**src/rtl/bus_arb_id_fifo.sv**
```systemverilog
// Outstanding-transaction ID FIFO for bus_host_arbiter.
// Circular buffer; depth need not be a power of two.
module bus_arb_id_fifo #(
    parameter int unsigned Depth = 2,
    parameter int unsigned Width = 1
) (
    input  logic             clk_i,
    input  logic             rst_ni,
    input  logic             push,
    input  logic             pop,
    input  logic [Width-1:0] wdata,
    output logic [Width-1:0] rdata,
    output logic             full,
    output logic             empty
);

    localparam int unsigned PtrW = (Depth > 1) ? $clog2(Depth) : 1;
    localparam int unsigned CntW = $clog2(Depth + 1);

    logic [Width-1:0] mem_q [Depth];
    logic [Width-1:0] mem_d [Depth];
    logic [PtrW-1:0]  wptr_q, wptr_d;
    logic [PtrW-1:0]  rptr_q, rptr_d;
    logic [CntW-1:0]  cnt_q, cnt_d;
    logic             do_push, do_pop;

    function automatic logic [PtrW-1:0] wrap_inc(input logic [PtrW-1:0] p);
        return (p == PtrW'(Depth - 1)) ? '0 : p + 1'b1;
    endfunction

    assign full    = (cnt_q == CntW'(Depth));
    assign empty   = (cnt_q == '0);
    assign rdata   = mem_q[rptr_q];
    assign do_push = push && !full;
    assign do_pop  = pop && !empty;

    always_comb begin
        mem_d  = mem_q;
        wptr_d = wptr_q;
        rptr_d = rptr_q;
        cnt_d  = cnt_q;
        if (do_push) begin
            mem_d[wptr_q] = wdata;
            wptr_d        = wrap_inc(wptr_q);
        end
        if (do_pop) begin
            rptr_d = wrap_inc(rptr_q);
        end
        unique case ({do_push, do_pop})
            2'b10:   cnt_d = cnt_q + 1'b1;
            2'b01:   cnt_d = cnt_q - 1'b1;
            default: cnt_d = cnt_q;
        endcase
    end

    always_ff @(posedge clk_i or negedge rst_ni) begin
        if (!rst_ni) begin
            for (int i = 0; i < int'(Depth); i++) begin
                mem_q[i] <= '0;
            end
            wptr_q <= '0;
            rptr_q <= '0;
            cnt_q  <= '0;
        end else begin
            mem_q  <= mem_d;
            wptr_q <= wptr_d;
            rptr_q <= rptr_d;
            cnt_q  <= cnt_d;
        end
    end

endmodule

```
**src/rtl/bus_host_arbiter.sv**
```systemverilog
// Round-robin arbiter sharing one req/gnt/rvalid device port between hosts.
// Responses are routed back through an in-order ID FIFO.
module bus_host_arbiter #(
    parameter int unsigned NrHosts        = 2,
    parameter int unsigned DataWidth      = 32,
    parameter int unsigned AddressWidth   = 32,
    parameter int unsigned MaxOutstanding = 2
) (
    input  logic                                    clk_i,
    input  logic                                    rst_ni,
    input  logic [NrHosts-1:0]                      host_req_i,
    output logic [NrHosts-1:0]                      host_gnt_o,
    input  logic [NrHosts-1:0][AddressWidth-1:0]    host_addr_i,
    input  logic [NrHosts-1:0]                      host_we_i,
    input  logic [NrHosts-1:0][DataWidth/8-1:0]     host_be_i,
    input  logic [NrHosts-1:0][DataWidth-1:0]       host_wdata_i,
    output logic [NrHosts-1:0]                      host_rvalid_o,
    output logic [NrHosts-1:0][DataWidth-1:0]       host_rdata_o,
    output logic [NrHosts-1:0]                      host_err_o,
    output logic                                    device_req_o,
    input  logic                                    device_gnt_i,
    output logic [AddressWidth-1:0]                 device_addr_o,
    output logic                                    device_we_o,
    output logic [DataWidth/8-1:0]                  device_be_o,
    output logic [DataWidth-1:0]                    device_wdata_o,
    input  logic                                    device_rvalid_i,
    input  logic [DataWidth-1:0]                    device_rdata_i,
    input  logic                                    device_err_i,
    output logic                                    spurious_rsp_o
);

    localparam int unsigned IdW = (NrHosts > 1) ? $clog2(NrHosts) : 1;

    logic [IdW-1:0] ptr_q, ptr_d;
    logic [IdW-1:0] winner;
    logic [IdW-1:0] head;
    logic           found;
    logic           full, empty;
    logic           accept, pop;
    logic           spurious_q, spurious_d;

    // Scan from the priority pointer upward, wrapping at NrHosts.
    always_comb begin
        int unsigned idx;
        found  = 1'b0;
        winner = '0;
        idx    = 0;
        for (int unsigned i = 0; i < NrHosts; i++) begin
            idx = (32'(ptr_q) + i) % NrHosts;
            if (!found && host_req_i[IdW'(idx)]) begin
                found  = 1'b1;
                winner = IdW'(idx);
            end
        end
    end

    // Full blocks the request without looking at rvalid.
    assign device_req_o   = found && !full;
    assign accept         = device_req_o && device_gnt_i;
    assign pop            = device_rvalid_i && !empty;
    assign device_addr_o  = found ? host_addr_i[winner]  : '0;
    assign device_we_o    = found ? host_we_i[winner]    : 1'b0;
    assign device_be_o    = found ? host_be_i[winner]    : '0;
    assign device_wdata_o = found ? host_wdata_i[winner] : '0;
    assign spurious_rsp_o = spurious_q;

    always_comb begin
        for (int i = 0; i < int'(NrHosts); i++) begin
            host_gnt_o[i]    = accept && (winner == IdW'(i));
            host_rvalid_o[i] = pop && (head == IdW'(i));
            host_rdata_o[i]  = device_rdata_i;
            host_err_o[i]    = device_err_i;
        end
    end

    always_comb begin
        ptr_d = ptr_q;
        if (accept) begin
            ptr_d = (winner == IdW'(NrHosts - 1)) ? '0 : winner + 1'b1;
        end
        spurious_d = spurious_q | (device_rvalid_i & empty);
    end

    always_ff @(posedge clk_i or negedge rst_ni) begin
        if (!rst_ni) begin
            ptr_q      <= '0;
            spurious_q <= 1'b0;
        end else begin
            ptr_q      <= ptr_d;
            spurious_q <= spurious_d;
        end
    end

    bus_arb_id_fifo #(
        .Depth (MaxOutstanding),
        .Width (IdW)
    ) u_id_fifo (
        .clk_i  (clk_i),
        .rst_ni (rst_ni),
        .push   (accept),
        .pop    (pop),
        .wdata  (winner),
        .rdata  (head),
        .full   (full),
        .empty  (empty)
    );

endmodule

```
**config.mk**
```make
export PLATFORM = sky130hd
export DESIGN_NAME = bus_host_arbiter
export DESIGN_NICKNAME = d
export VERILOG_FILES = /design/src/rtl/bus_arb_id_fifo.sv /design/src/rtl/bus_host_arbiter.sv
export SDC_FILE = /design/constraint.sdc
export NUM_CORES = 1
export LEC_CHECK = 0
export BUFFER_PORTS_ARGS = -buffer_cell sky130_fd_sc_hd__buf_2
export CAP_MARGIN = 20
export CORE_AREA = 3 3 122 124
export DETAILED_ROUTE_END_ITERATION = 8
export DIE_AREA = 0 0 125 127
export MAX_ROUTING_LAYER = met4
export PLACE_DENSITY = 0.55
export SLEW_MARGIN = 5
export SYNTH_ARGS = -nofsm -noshare
export SYNTH_HDL_FRONTEND = slang
export SYNTH_HIERARCHICAL = 1
export SYNTH_SLANG_ARGS = --single-unit
```
**constraint.sdc**
```tcl
create_clock -name clk_i -period 1.7 [get_ports clk_i]
set_input_delay 0.425 -clock clk_i [delete_from_list [all_inputs] [get_ports clk_i]]
set_output_delay 0.425 -clock clk_i [all_outputs]
set_load 0.01 [all_outputs]
```
* After elaboration in Yosys (flattened, before gate mapping)
Index checks and enable logic that the tools add are counted.
** Word-level totals
- Register bits after elaboration :: 8
- Bits of input ports :: 177
- Output and inout port bits :: 141
** Cells by class
- Add/subtract/negate cells :: 6
- Order comparisons :: 6
- Eq/ne operators :: 3
- Muxes and demuxes :: 30
- Bitwise gates (word level) :: 6
- Reduce and logical (&&, ||, !) cells :: 16
** Operators by type and width (count)
- $mux W32 :: 6
- $mux W1 :: 18
- $mux W4 :: 3
- $logic_and A1 B1 Y1 :: 11
- $lt A1 B2 Y1 const B :: 3
- $add A1 B1 Y1 const B :: 4
- $eq A2 B2 Y1 const B :: 2
- $ge A2 B2 Y1 const B :: 2
- $not A1 Y2 :: 2
- $pmux W2 S2 :: 1
- $logic_not A1 Y1 :: 3
- $add A2 B1 Y2 const B :: 1
- $bwmux W2 :: 1
- $eq A2 B1 Y1 const B :: 1
- $logic_not A2 Y1 :: 1
- $lt A2 B1 Y1 const B :: 1
- $not A1 Y1 :: 2
- $reduce_bool A2 Y1 :: 1
- $sub A2 B1 Y2 const B :: 1
- $and A1 B1 Y1 :: 1
- $demux W1 S1 :: 1
- $or A1 B1 Y1 :: 1

* Depth between registers and ports, before layout
Gate-level depths: netlist of the first run.
- Depth in word-level cells :: 11
- Gate-level depth with buffers :: 9
- Gate-level depth less buffers :: 9

* Hierarchy
The synthesis of the first run kept the hierarchy.
** By module, submodules not included
- bus_host_arbiter :: times used 1, cells each 176, area each 1600.3 um^2, seq. area each 50.0 um^2
- bus_arb_id_fifo :: times used 1, cells each 23, area each 282.8 um^2, seq. area each 150.1 um^2

* Least setup slack after synthesis of the first run
Ideal clock, no wire load.
- Kind :: input to register
- Start :: input port host_req_i[1]
- End :: register u_id_fifo.cnt_q[1]
- Setup time :: 79 ps
- Arrival time :: 1603 ps
- Required time :: 1621 ps
- Path slack :: 18 ps
- Cell stages on the path :: 8
- Path buffers :: 2
- Cells stage by stage :: buf_4 > buf_2 > nor2_1 > nor2_1 > nand2_1 > ha_1 > nor2_1 > xor2_1
** On the way
- Longest elaborated chain between the ends :: 11
- Elaborated cells between the ends (all ways) :: 15
- Those cells by class :: eq/ne (2); mux (7); reduce/logical (6)
** RTL lines
- from (decl) :: line bus_host_arbiter.sv:11 : input logic [NrHosts-1:0] host_req_i,
- $mux W1 (not written as such) (2 in a row) :: line bus_host_arbiter.sv:50 : if (!found && host_req_i[IdW'(idx)]) begin
- $mux W1 :: line bus_host_arbiter.sv:50
- $logic_not A1 Y1 :: line bus_host_arbiter.sv:50
- $logic_and A1 B1 Y1 :: line bus_host_arbiter.sv:50
- $mux W1 (*) :: line bus_host_arbiter.sv:50
- $logic_and A1 B1 Y1 (*) :: line bus_host_arbiter.sv:58 : assign device_req_o = found && !full;
- $logic_and A1 B1 Y1 (*) :: line bus_host_arbiter.sv:59 : assign accept = device_req_o && device_gnt_i;
- via accept :: line bus_host_arbiter.sv:39 : logic accept, pop;
- $logic_and A1 B1 Y1 (*) :: line bus_arb_id_fifo.sv:34 : assign do_push = push && !full;
- $eq A2 B1 Y1 or $eq A2 B2 Y1 (tied branches) :: line bus_arb_id_fifo.sv:49 : unique case ({do_push, do_pop})
- $pmux W2 S2 or $reduce_bool A2 Y1 (tied branches)
- to (signal assigned) :: line bus_arb_id_fifo.sv:68 : cnt_q <= cnt_d;
- to (decl) :: line bus_arb_id_fifo.sv:24 : logic [CntW-1:0] cnt_q, cnt_d;
Mark *: on every way through the listed nets, which the timed path passes. The rest lies on a longest branch. The select of a mux whose other input is x is not followed.
A chain may end at the register's enable or synchronous reset.

* Worst setup path in the final report of the first run
- Start :: register ptr_q
- End :: output port device_addr_o[23]
** On the way
- Longest elaborated chain between the ends :: 9
- Elaborated cells between the ends (all ways) :: 14
- Those cells by class :: add/sub (1); mux (11); reduce/logical (2)
** RTL lines
- from (decl) :: line bus_host_arbiter.sv:34 : logic [IdW-1:0] ptr_q, ptr_d;
- from (signal assigned) :: line bus_host_arbiter.sv:89 : ptr_q <= ptr_d;
- $mux W1 (not written as such) (2 in a row) :: line bus_host_arbiter.sv:50
- $mux W1 :: line bus_host_arbiter.sv:50
- $logic_not A1 Y1 :: line bus_host_arbiter.sv:50
- $logic_and A1 B1 Y1 :: line bus_host_arbiter.sv:50
- $mux W1 :: line bus_host_arbiter.sv:50
- $mux W32 (not written as such) (2 in a row) :: line bus_host_arbiter.sv:61 : assign device_addr_o = found ? host_addr_i[winner] : '0;
- $mux W32 (*) :: line bus_host_arbiter.sv:61
- to (decl) :: line bus_host_arbiter.sv:22 : output logic [AddressWidth-1:0] device_addr_o,
Every way passes the cells marked *; elsewhere a longest branch is shown, timed or not. The select of a mux whose other input is x is not followed.

==> out/qor.yml, run 1 <==
run_status:
  outcome: "finished, violations left"
  failed_checks: "negative setup slack"
clock_tree:
  clkTransAtPathRegs_ps: 40
  cts_hold_buf: 0
  clock_sinks: 8
  clock_path_buffers: 2
  clkLatencyLatePin_ps: 230
  cts_made_buffers: 3
  cts-root-buf: "clkbuf_16"
  cts_htree_levels: 1
  cts_tree: "built"
layout:
  final_area_sq_um: 3020
  nets: 527
  layout-drive-gt1-share_pct: 85.0
  num_antenna_cells: 0
  area_growth_pct: 60.5
  post_layout_nonfiller_instances: 527
  fin_util_pct: 21.8
grt:
  grt-ovfl-total: 0
  grt_pass1_wl_mm: 12.7
  grt_antenna_before_repair: 0
  track_usage_pct: 10.0
  grt_pass1_vias: 2326
  grt_max_degree: 51
placed_design:
  pre_cts_slack_ps: -212
  portBuffers: 218
  placed_cells: 518
  place_hpwl_mm: 6.99
  place.gp.congestion: 0.918
  place_area_sq_um: 2610
pwr:
  ir_drop_mv: 0.834
  power.density_nw_per_um2: 977
  leakagePower_nw: 1.65
detailed_routing:
  drt_wl_total_mm: 8.71
  vias: 2270
  wl_per_cell_microns: 16.5
  routed_via_density: 4.31
  first_iter_violations: 82
  ant_nets: 0
  drtPass1Iterations: 4
  drcViolationCount: 0
critical_path:
  cp.required_ps: 1270
  slowest_stage: "dfrtp_2"
  path_max_fanout: 49
  path_cells: "nand2b_4 > buf_12 > a32o_2 > buf_2"
  crit_path_start_kind: "flip-flop"
  crit_arrival_ps: 1500
  end_kind: "primary output"
  crit_type: "flip-flop to primary output"
  crit_path_max_incr_delay_ps: 430
sta:
  slew_headroom_pct: 75.3
  final-setup-viol-count: 70
  tightest_slew_ps: 371
  min_period_ps: 1920
  rsz0062_at_grt: "true"
  fin_ws_ps: -220
  maxSlewViolCount: 0
  hold_violations: 0
  fin_crit_sh_pct: 113
  skew_ps: 1.57
  fmax_mhz: 521
  hold_slack_ps: 29.5
floorplan:
  die_y_microns: 127
  chipWidth_microns: 125
  start_util_pct: 13.6
  ioPinCount: 318
  rows: 43
  die-area_sq_um: 15900
  coreArea_sq_um: 13900
synthesis:
  ys_types: 27
  async_reset_ff_share_pct: 100
  netlist_area_sq_um: 1880
  synthesis.nets: 377
  ys_ff_latch: 8
  syn_avg_cell_area_sq_um: 9.46
  yosysSeqAreaShare_pct: 10.6
  syn_inst: 199
  yosysWarnings: 6
  synth_flop_cell: "dfrtp_1"
  synth_edf_count: 0
min_path:
  hp-class: "primary input to async pin"
run:
  maxCapViolCount: 0
==> per-stage QoR <==
stage / setup TNS, ps / total power [W]
after floorplan: 0 / 0.00168
after global placement: -6100 / 0.00207
after detailed placement: -8160 / 0.00212
after CTS: -11680 / 0.00287
after global routing: -14420 / 0.00314
final: -11700 / 0.00295
==> synth_stat cells, types with 3 or more instances <==
cell,n,area share (%)
nor2b_1,3,1.0
dfrtp_1,8,11
nor2_1,5,1.0
clkbuf_1,6,1.2
buf_8,7,5.6
a32o_1,27,14
buf_4,74,30
a32o_2,42,25
xnor2_1,3,1.4
==> final timing paths <==
kind | start | end | slack, ps | cells past startpoint
max in group asynchronous | rst_ni | u_id_fifo/cnt_q[1] | 1480 | 1
min reg2reg | spurious_rsp_o | spurious_rsp_o | 470 | 1
min | rst_ni | u_id_fifo/rptr_q | 30 | 1
max | ptr_q | device_addr_o[23] | -220 | 4
min in group clk_i | device_rvalid_i | spurious_rsp_o | 420 | 2
max reg2reg | u_id_fifo/cnt_q[1] | u_id_fifo/cnt_q[1] | 150 | 8
==> registers in the layout (all words and copies together), names as in the netlist <==
signal            count
u_id_fifo/cnt_q       2
u_id_fifo/mem_q       2
ptr_q                 1
spurious_rsp_o        1
u_id_fifo/rptr_q      1
u_id_fifo/wptr_q      1
==> power by group <==
part,total (W),switching [W],internal [W]
clock,0.000401,0.0000976,0.000304
combinational,0.00219,0.000988,0.00120
sequential,0.000359,0.0000719,0.000287
total,0.00295,0.00116,0.00180
==> critical path, delay by kind of cell, from the launching register on <==
kind                   cells  cell delay (ps)
buffers and inverters      2              310
and+or+nand+nor            1              170
AOI/OAI and AO/OA          1              300
DFF                        1              430
==> kinds of logic (layout without fill, tap and decap cells) <==
family | Yosys count | count (layout) | synth area share, %
XOR/XNOR | 5 | 5 | 2.33
AO/OA/AOI/OAI | 72 | 72 | 40.9
buffers and inverters | 90 | 238 | 37.3
AND/OR/NAND/NOR | 20 | 20 | 6.31
adder cells (fa/ha/maj) | 1 | 1 | 0.664
multiplexers | 3 | 3 | 1.79
flip-flops | 8 | 8 | 10.6
==> timing repair <==
action	4_1_cts	5_1_grt
pin swaps	0	4
buffers inserted	4	3
gates resized for setup	46	12
setup endpoints to repair	73	75
==> layout make-up <==
class,instances,area [sq um]
fillers,1538,10900
repair buffers,234,1480
multi-input cells,101,1040
well taps,180,225
flip-flops and latches,8,203
clock buffers,3,75.1
inverters,1,3.75
==> routing by layer <==
metal,up-vias,GRT usage (%),share of wire (%)
met5,-,-,0
met4,0,2.74,2.0
met3,29,1.71,8.5
met2,141,17.9,52
met1,1072,11.5,37
li1,1028,-,-
==> layout by cell type (no fill, tap or decap) <==
cell / synthesis / final
nor2_4: 0 / 2
xor2_1: 2 / 2
a32o_2: 42 / 43
and4b_1: 1 / 1
dfrtp_1: 8 / 6
o22a_1: 1 / 1
buf_2: 1 / 181
nand2_2: 0 / 1
nand2_1: 2 / 1
and2_1: 2 / 2
nor2_1: 5 / 3
nor2b_2: 0 / 3
nand2b_4: 0 / 3
buf_6: 1 / 40
nand3_1: 1 / 1
nand3b_1: 1 / 1
buf_4: 74 / 11
clkbuf_16: 0 / 3
xnor2_1: 3 / 3
inv_2: 0 / 1
mux2_1: 2 / 2
a21boi_4: 0 / 1
a32o_1: 27 / 26
and3b_1: 2 / 2
ha_2: 0 / 1
dfrtp_2: 0 / 2
mux2_2: 1 / 1
a21o_1: 1 / 1
buf_12: 0 / 2
No activity file was read; power rests on OpenSTA's default activity.
==> inputs of run 2 (changes only) <==
--- a/config.mk
+++ b/config.mk
@@ -7,13 +7,12 @@
 export LEC_CHECK = 0
 export BUFFER_PORTS_ARGS = -buffer_cell sky130_fd_sc_hd__buf_2
 export CAP_MARGIN = 20
-export CORE_AREA = 3 3 122 124
+export CORE_AREA = 3 3 124 126
 export DETAILED_ROUTE_END_ITERATION = 8
-export DIE_AREA = 0 0 125 127
+export DIE_AREA = 0 0 127 129
 export MAX_ROUTING_LAYER = met4
-export PLACE_DENSITY = 0.55
+export PLACE_DENSITY = 0.56
 export SLEW_MARGIN = 5
 export SYNTH_ARGS = -nofsm -noshare
 export SYNTH_HDL_FRONTEND = slang
-export SYNTH_HIERARCHICAL = 1
 export SYNTH_SLANG_ARGS = --single-unit
==> run 2 against run 1 <==
Net effect: the run still ends with negative setup slack left; final area grew 28%; sequential share of layout area is 1.5 points lower; total power down 0.47%; clock power down 2%; via count up 12%; clock-buffer cell count unchanged; die area grew 3.2%; largest cell class unchanged; highest routed layer unchanged.
==> out/qor.yml, run 2 <==
layout:
  final_cell_mix: "buf_2, inv_1, nand2_1"
  reg.largest.list: "u_id_fifo.cnt_q: 2 flops, u_id_fifo.mem_q: 2 flops"
  nets: 685  # +30%
  layout-drive-gt1-share_pct: 57.4  # -28 points
  area_growth_pct: 75.4
  final_common_cell: "buf_2"
  post_layout_nonfiller_instances: 691  # +31%
synthesis:
  yosysWarnings: 0  # -6
  synth_edf_count: 0  # unchanged
  yosysSeqAreaShare_pct: 9.10  # -1.5 points
  async_reset_ff_share_pct: 100  # unchanged
  synth_flop_cell: "dfrtp_1"
  syn_inst: 327  # +64%
  synth_most_common_cell: "buf_4"
  netlist_area_sq_um: 2200  # +17%
  ys_top_cells_by_count: "buf_4, inv_1, mux2i_1, nand2_1, dfrtp_1"
  syn_avg_cell_area_sq_um: 6.73  # -29%
  ys_ff_latch: 8  # unchanged
  synthTopCellsByArea: "mux2i_1, buf_4, inv_1"
  ys_types: 21  # -22%
  synthesis.nets: 505  # +34%
  yosysTopAreaCellShare_pct: 31.9  # +2.4 points
  yosysTopAreaCell: "mux2i_1"
detailed_routing:
  first_iter_violations: 32  # -61%
  drtPass1Iterations: 4  # unchanged
  drcViolationCount: 0  # unchanged
  drt_wl_total_mm: 9.58  # +10%
  vias: 2538  # +12%
  wl_per_cell_microns: 13.9  # -16%
  ant_nets: 0  # unchanged
  routed_via_density: 3.67  # -15%
sta:
  fin_ws_ps: -333  # -112 ps
  hold_violations: 0  # unchanged
  maxSlewViolCount: 0  # unchanged
  tightest_slew_ps: 349  # -22.2 ps
  hold_slack_ps: 33.0  # +3.47 ps
  min_period_ps: 2030  # +112 ps
  fin_crit_sh_pct: 120  # +6.6 points
  final-setup-viol-count: 71  # +1.4%
  skew_ps: 0.255  # -1.31 ps
  fmax_mhz: 492  # -5.5%
  rsz0062_at_grt: "true"
  slew_headroom_pct: 76.7  # +1.5 points
grt:
  track_usage_pct: 10.6  # +0.59 points
  grt_max_degree: 44  # -14%
  grt_antenna_before_repair: 2  # +2
  grt-ovfl-total: 0  # unchanged
  grt_pass1_vias: 2397  # +3.1%
  grt_pass1_wl_mm: 13.4  # +5.2%
run_status:
  failed_checks: "negative setup slack"
  outcome: "finished, violations left"
floorplan:
  die_y_microns: 129  # +1.6%
  die-area_sq_um: 16400  # +3.2%
  start_util_pct: 15.2  # +1.7 points
  coreArea_sq_um: 14400  # +3.9%
  rows: 44  # +2.3%
  ioPinCount: 318  # unchanged
  chipWidth_microns: 127  # +1.6%
run:
  maxCapViolCount: 0  # unchanged
critical_path:
  path_cells: "o21ai_4 > buf_4 > buf_16 > buf_12 > mux2i_2 > buf_2"
  crit_path_max_incr_delay_ps: 410  # -20 ps
  cp.depth: 6  # +2
  crit_arrival_ps: 1610  # +110 ps
  critPathBufInv: 4  # +2
  ff2ff_path_depth: 7  # -1
  end_kind: "primary output"
  crit_type: "flip-flop to primary output"
  slowest_stage: "dfrtp_1"
  path_max_fanout: 8  # -84%
  cp.required_ps: 1270  # about the same
  path_delay_family: "buffers and inverters"
  crit_path_start_kind: "flip-flop"
pwr:
  ir_drop_mv: 0.260  # -69%
  leakagePower_nw: 2.40  # +45%
  power.density_nw_per_um2: 762  # -22%
clock_tree:
  cts_hold_buf: 0  # unchanged
  cts_tree: "built"
  cts-root-buf: "clkbuf_16"
  clkLatencyLatePin_ps: 230  # about the same
  clock_path_buffers: 2  # unchanged
  cts_made_buffers: 3  # unchanged
  clock_sinks: 8  # unchanged
  clkTransAtPathRegs_ps: 40  # about the same
  cts_htree_levels: 1  # unchanged
placed_design:
  placed_cells: 674  # +30%
  place.gp.congestion: 0.711  # -23%
  portBuffers: 218  # unchanged
  place_hpwl_mm: 7.63  # +9.2%
min_path:
  hp-class: "primary input to async pin"
run 2: cell count changes after synthesis, sizes merged, moves of 3 or more:
| cell | change |
|---|---|
| buf | -5 |
| nand2b | -3 |
| inv | +71 |
| mux2i | +70 |
| a32o | -69 |
| nand2 | +68 |
run 2: layout make-up:
| class | count | area [sq um] |
|---|---|---|
| Fill cell | 1621 | 10600 |
| Timing Repair Buffer | 258 | 1700 |
| Multi-Input combinational cell | 164 | 1380 |
| Inverter | 72 | 270 |
| Tap cell | 184 | 230 |
| Sequential cell | 8 | 200 |
| Clock buffer | 3 | 75.1 |
| Antenna cell | 2 | 5.00 |
run 2: cell families (layout without fill, tap and decap cells):
kind of cell	count (synthesis)	count (layout)	synth area share (%)
buffers and inverters	155	333	39.4
muxes	71	71	32.5
and+or+nand+nor	80	80	14.1
DFF	8	8	9.10
xor gates and xnor gates	5	5	1.99
adders and majority gates	1	1	0.569
other	0	2	0
AOI/OAI and AO/OA	7	7	2.27
run 2: per-layer routing:
metal	vias up	track usage (%)	share of wire [%]
li1	1280	-	-
met1	1060	12.6	39
met2	156	16.7	46
met3	42	3.11	12
met4	0	4.35	3.6
met5	-	-	0
run 2: worst register-to-register path: cells and delay by family, from the launching register on:
family,cells,cell delay (ps)
xor gates and xnor gates,2,290
buffers and inverters,1,140
adders and majority gates,1,150
and+or+nand+nor,3,560
DFF,1,370
run 2: power breakdown:
group	switching (W)	internal [W]
logic	0.000926	0.00126
registers	0.0000832	0.000278
clock network	0.0000911	0.000303
total	0.00110	0.00184
run 2: per-stage QoR:
stage          cell area (sq um)  total power, W  utilization [%]  worst slack (ps)  setup TNS [ps]
2_1_floorplan               2360         0.00148                -             -44.5           -2150
3_3_place_gp                3390         0.00211             23.5              -433          -20770
3_5_place_dp                3390         0.00211             23.5              -420          -20850
4_1_cts                     3700         0.00277             25.7              -339          -19630
5_1_grt                     3850         0.00314             26.7              -404          -23510
6_report                    3860         0.00294             26.7              -333          -18320
run 2: final timing paths:
kind | from | to | slack [ps]
setup reg to reg | u_id_fifo.cnt_q[1] | u_id_fifo.cnt_q[1] | 70
setup / recovery | ptr_q | device_addr_o[29] | -330
max in group asynchronous | rst_ni | u_id_fifo.mem_q[0] | 1500
min in group clk_i | spurious_rsp_o | spurious_rsp_o | 440
hold reg to reg | spurious_rsp_o | spurious_rsp_o | 440
hold / removal | rst_ni | spurious_rsp_o | 30
run 2: what timing repair did:
| item | in CTS | in global routing |
|---|---|---|
| setup endpoints to repair | 73 | 74 |
| endpoints found under the hold margin | 0 | 0 |
| pin swaps | 1 | 4 |
| cloned | 4 | 1 |
| buffers inserted | 4 | 3 |
| gates resized for setup | 24 | 23 |
==> inputs of run 3 (changes only) <==
--- a/config.mk
+++ b/config.mk
@@ -12,6 +12,7 @@
 export DIE_AREA = 0 0 127 129
 export MAX_ROUTING_LAYER = met4
 export PLACE_DENSITY = 0.56
+export RECOVER_POWER = 100
 export SLEW_MARGIN = 5
 export SYNTH_ARGS = -nofsm -noshare
 export SYNTH_HDL_FRONTEND = slang
==> run 3 against run 2 <==
Net effect: the run still ends with negative setup slack left; clock skew barely moved; largest power group unchanged; highest routed layer unchanged; clock-buffer cell count did not move; critical endpoint unchanged; global-route usage did not move; final area fell by 1.1%; register-to-register slack got worse by 200 ps; non-clock buffer count did not move.
==> out/qor.yml, run 3 (synthesized netlist as in run 2, its figures left out) <==
run_status:
  outcome: "finished, violations left"
  failed_checks: "negative setup slack"
critical_path:
  rrSetupSlack_ps: -130  # -200 ps
  crit_path_start_kind: "flip-flop"
  rr_startpoint: "u_id_fifo.cnt_q[1]"
  crit_arrival_ps: 1610  # about the same
  ff2ff_path_depth: 7  # unchanged
  path_max_fanout: 8  # unchanged
  crit_type: "flip-flop to primary output"
  reg2reg_to: "u_id_fifo.cnt_q[1]"
  cp.required_ps: 1270  # about the same
  end_kind: "primary output"
sta:
  min_period_ps: 2030  # +0.782 ps
  hold_violations: 0  # unchanged
  slew_headroom_pct: 69.6  # -7.1 points
  hold_slack_ps: 115  # +81.9 ps
  maxSlewViolCount: 0  # unchanged
  skew_ps: 0.354  # +0.0988 ps
  final-setup-viol-count: 74  # +4.2%
  fin_crit_sh_pct: 120  # about the same
  tightest_slew_ps: 455  # +106 ps
  fmax_mhz: 492  # about the same
  setup_tns_ps: -18800  # -482 ps
  fin_ws_ps: -333  # -0.782 ps
  rsz0062_at_grt: "true"
detailed_routing:
  routed_via_density: 3.68  # +0.14%
  drtPass1Iterations: 4  # unchanged
  wl_per_cell_microns: 13.9  # +0.18%
  drcViolationCount: 0  # unchanged
  ant_nets: 0  # unchanged
  first_iter_violations: 38  # +19%
  vias: 2538  # unchanged
  drt_wl_total_mm: 9.59  # about the same
grt:
  grt_pass1_wl_mm: 13.4  # unchanged
  grt_antenna_before_repair: 2  # unchanged
  track_usage_pct: 10.6  # unchanged
  grt-ovfl-total: 0  # unchanged
  grt_max_degree: 44  # unchanged
  grt_pass1_vias: 2397  # unchanged
layout:
  final_cell_mix: "buf_2, inv_1, nand2_1"
  layout-drive-gt1-share_pct: 56.0  # -1.4 points
  reg.largest.list: "u_id_fifo.cnt_q: 2 flops, u_id_fifo.mem_q: 2 flops"
  nets: 685  # unchanged
  fillerInstances: 1627  # +0.37%
  multi_input_area_sq_um: 1350  # -2.1%
  regArea_sq_um: 200  # unchanged
  final_common_cell: "buf_2"
  area_growth_pct: 73.4
clock_tree:
  clock_sinks: 8  # unchanged
  clkTransAtPathRegs_ps: 40  # about the same
  cts_htree_levels: 1  # unchanged
  clkLatencyLatePin_ps: 230  # about the same
  clock_path_buffers: 2  # unchanged
  cts-root-buf: "clkbuf_16"
  cts_made_buffers: 3  # unchanged
  cts_tree: "built"
placed_design:
  place.gp.congestion: 0.711  # unchanged
  pre_cts_slack_ps: -420  # unchanged
  place_hpwl_mm: 7.63  # unchanged
  portBuffers: 218  # unchanged
run:
  maxCapViolCount: 0  # unchanged
pwr:
  p_clk_share_pct: 13.7  # +0.3 points
  switching_share_pct: 37.5  # +0.082 points
  ir_drop_mv: 0.256  # -1.4%
  internal-power_w: 0.00179  # -2.6%
  power_frac_comb_pct: 73.7  # -0.6 points
  p_sw_w: 0.00108  # -2.2%
  power.density_nw_per_um2: 752  # -1.4%
  leakagePower_nw: 2.39  # -0.63%
  seqPwrFrac_pct: 12.5  # +0.2 points
floorplan:
  rows: 44  # unchanged
  start_util_pct: 15.2  # unchanged
  chipWidth_microns: 127  # unchanged
  ioPinCount: 318  # unchanged
  coreArea_sq_um: 14400  # unchanged
  die_y_microns: 129  # unchanged
  die-area_sq_um: 16400  # unchanged
min_path:
  hp-class: "primary input to async pin"
==> run 3: cell type report <==
| class | count | share of cell area, % |
|---|---|---|
| multi-input combinational | 164 | 35.3 |
| antenna | 1 | 0.0656 |
| clock buffer | 3 | 1.97 |
| tap | 184 | 6.03 |
| timing repair buffer | 258 | 44.3 |
| inverter | 72 | 7.08 |
| sequential | 8 | 5.25 |
==> run 3: worst max-delay path, cell delays in order, from the launching register on <==
cell and delay (ps):
dfrtp_1 410, o21ai_4 180, buf_4 170, buf_16 150, buf_12 130, mux2i_2 190, buf_2 150
==> run 3: per-layer routing <==
metal	vias up	track usage, %	wire (microns)	part of all wire (%)
li1	1276	-	-	-
met1	1062	12.6	3690	38
met2	158	16.7	4430	46
met3	42	3.11	1130	12
met4	0	4.35	341	3.6
met5	-	-	0	0
==> run 3: how the worst max path moves through the flow <==
stage	startpoint	end	slack (ps)	cells past startpoint
after CTS	ptr_q	device_addr_o[16]	-340	6
after global placement	host_req_i[0]	device_wdata_o[4]	-430	7
final	ptr_q	device_addr_o[29]	-330	6
after global routing	ptr_q	device_wdata_o[14]	-400	5
after floorplan	host_req_i[0]	device_addr_o[0]	-40	6
after detailed placement	host_req_i[0]	device_wdata_o[4]	-420	7
==> run 3: power groups by stage <==
| stage | logic, W | clock network (W) | registers, W |
|---|---|---|---|
| 4_1_cts | 0.00202 | 0.000402 | 0.000344 |
| 6_report | 0.00211 | 0.000394 | 0.000359 |
| 2_1_floorplan | 0.00114 | 0 | 0.000341 |
| 3_5_place_dp | 0.00177 | 0 | 0.000345 |
| 3_3_place_gp | 0.00177 | 0 | 0.000346 |
| 5_1_grt | 0.00229 | 0.000411 | 0.000371 |
==> run 3: per-stage QoR <==
step	instance area (sq um)	total power [W]	util [%]	cells
finish	3810	0.00287	26.4	690
CTS	3700	0.00277	25.7	685
floorplan	2360	0.00148	-	327
global placement	3390	0.00211	23.5	674
detailed placement	3390	0.00211	23.5	674
global route	3810	0.00307	26.4	690
==> run 3: timing repair <==
| item | in CTS | in global routing |
|---|---|---|
| setup buffers | 4 | 3 |
| hold buffers | 0 | 0 |
| endpoints found under the setup margin | 73 | 74 |
| pin swaps | 1 | 4 |
| resized for setup | 24 | 23 |
| gates cloned | 4 | 1 |
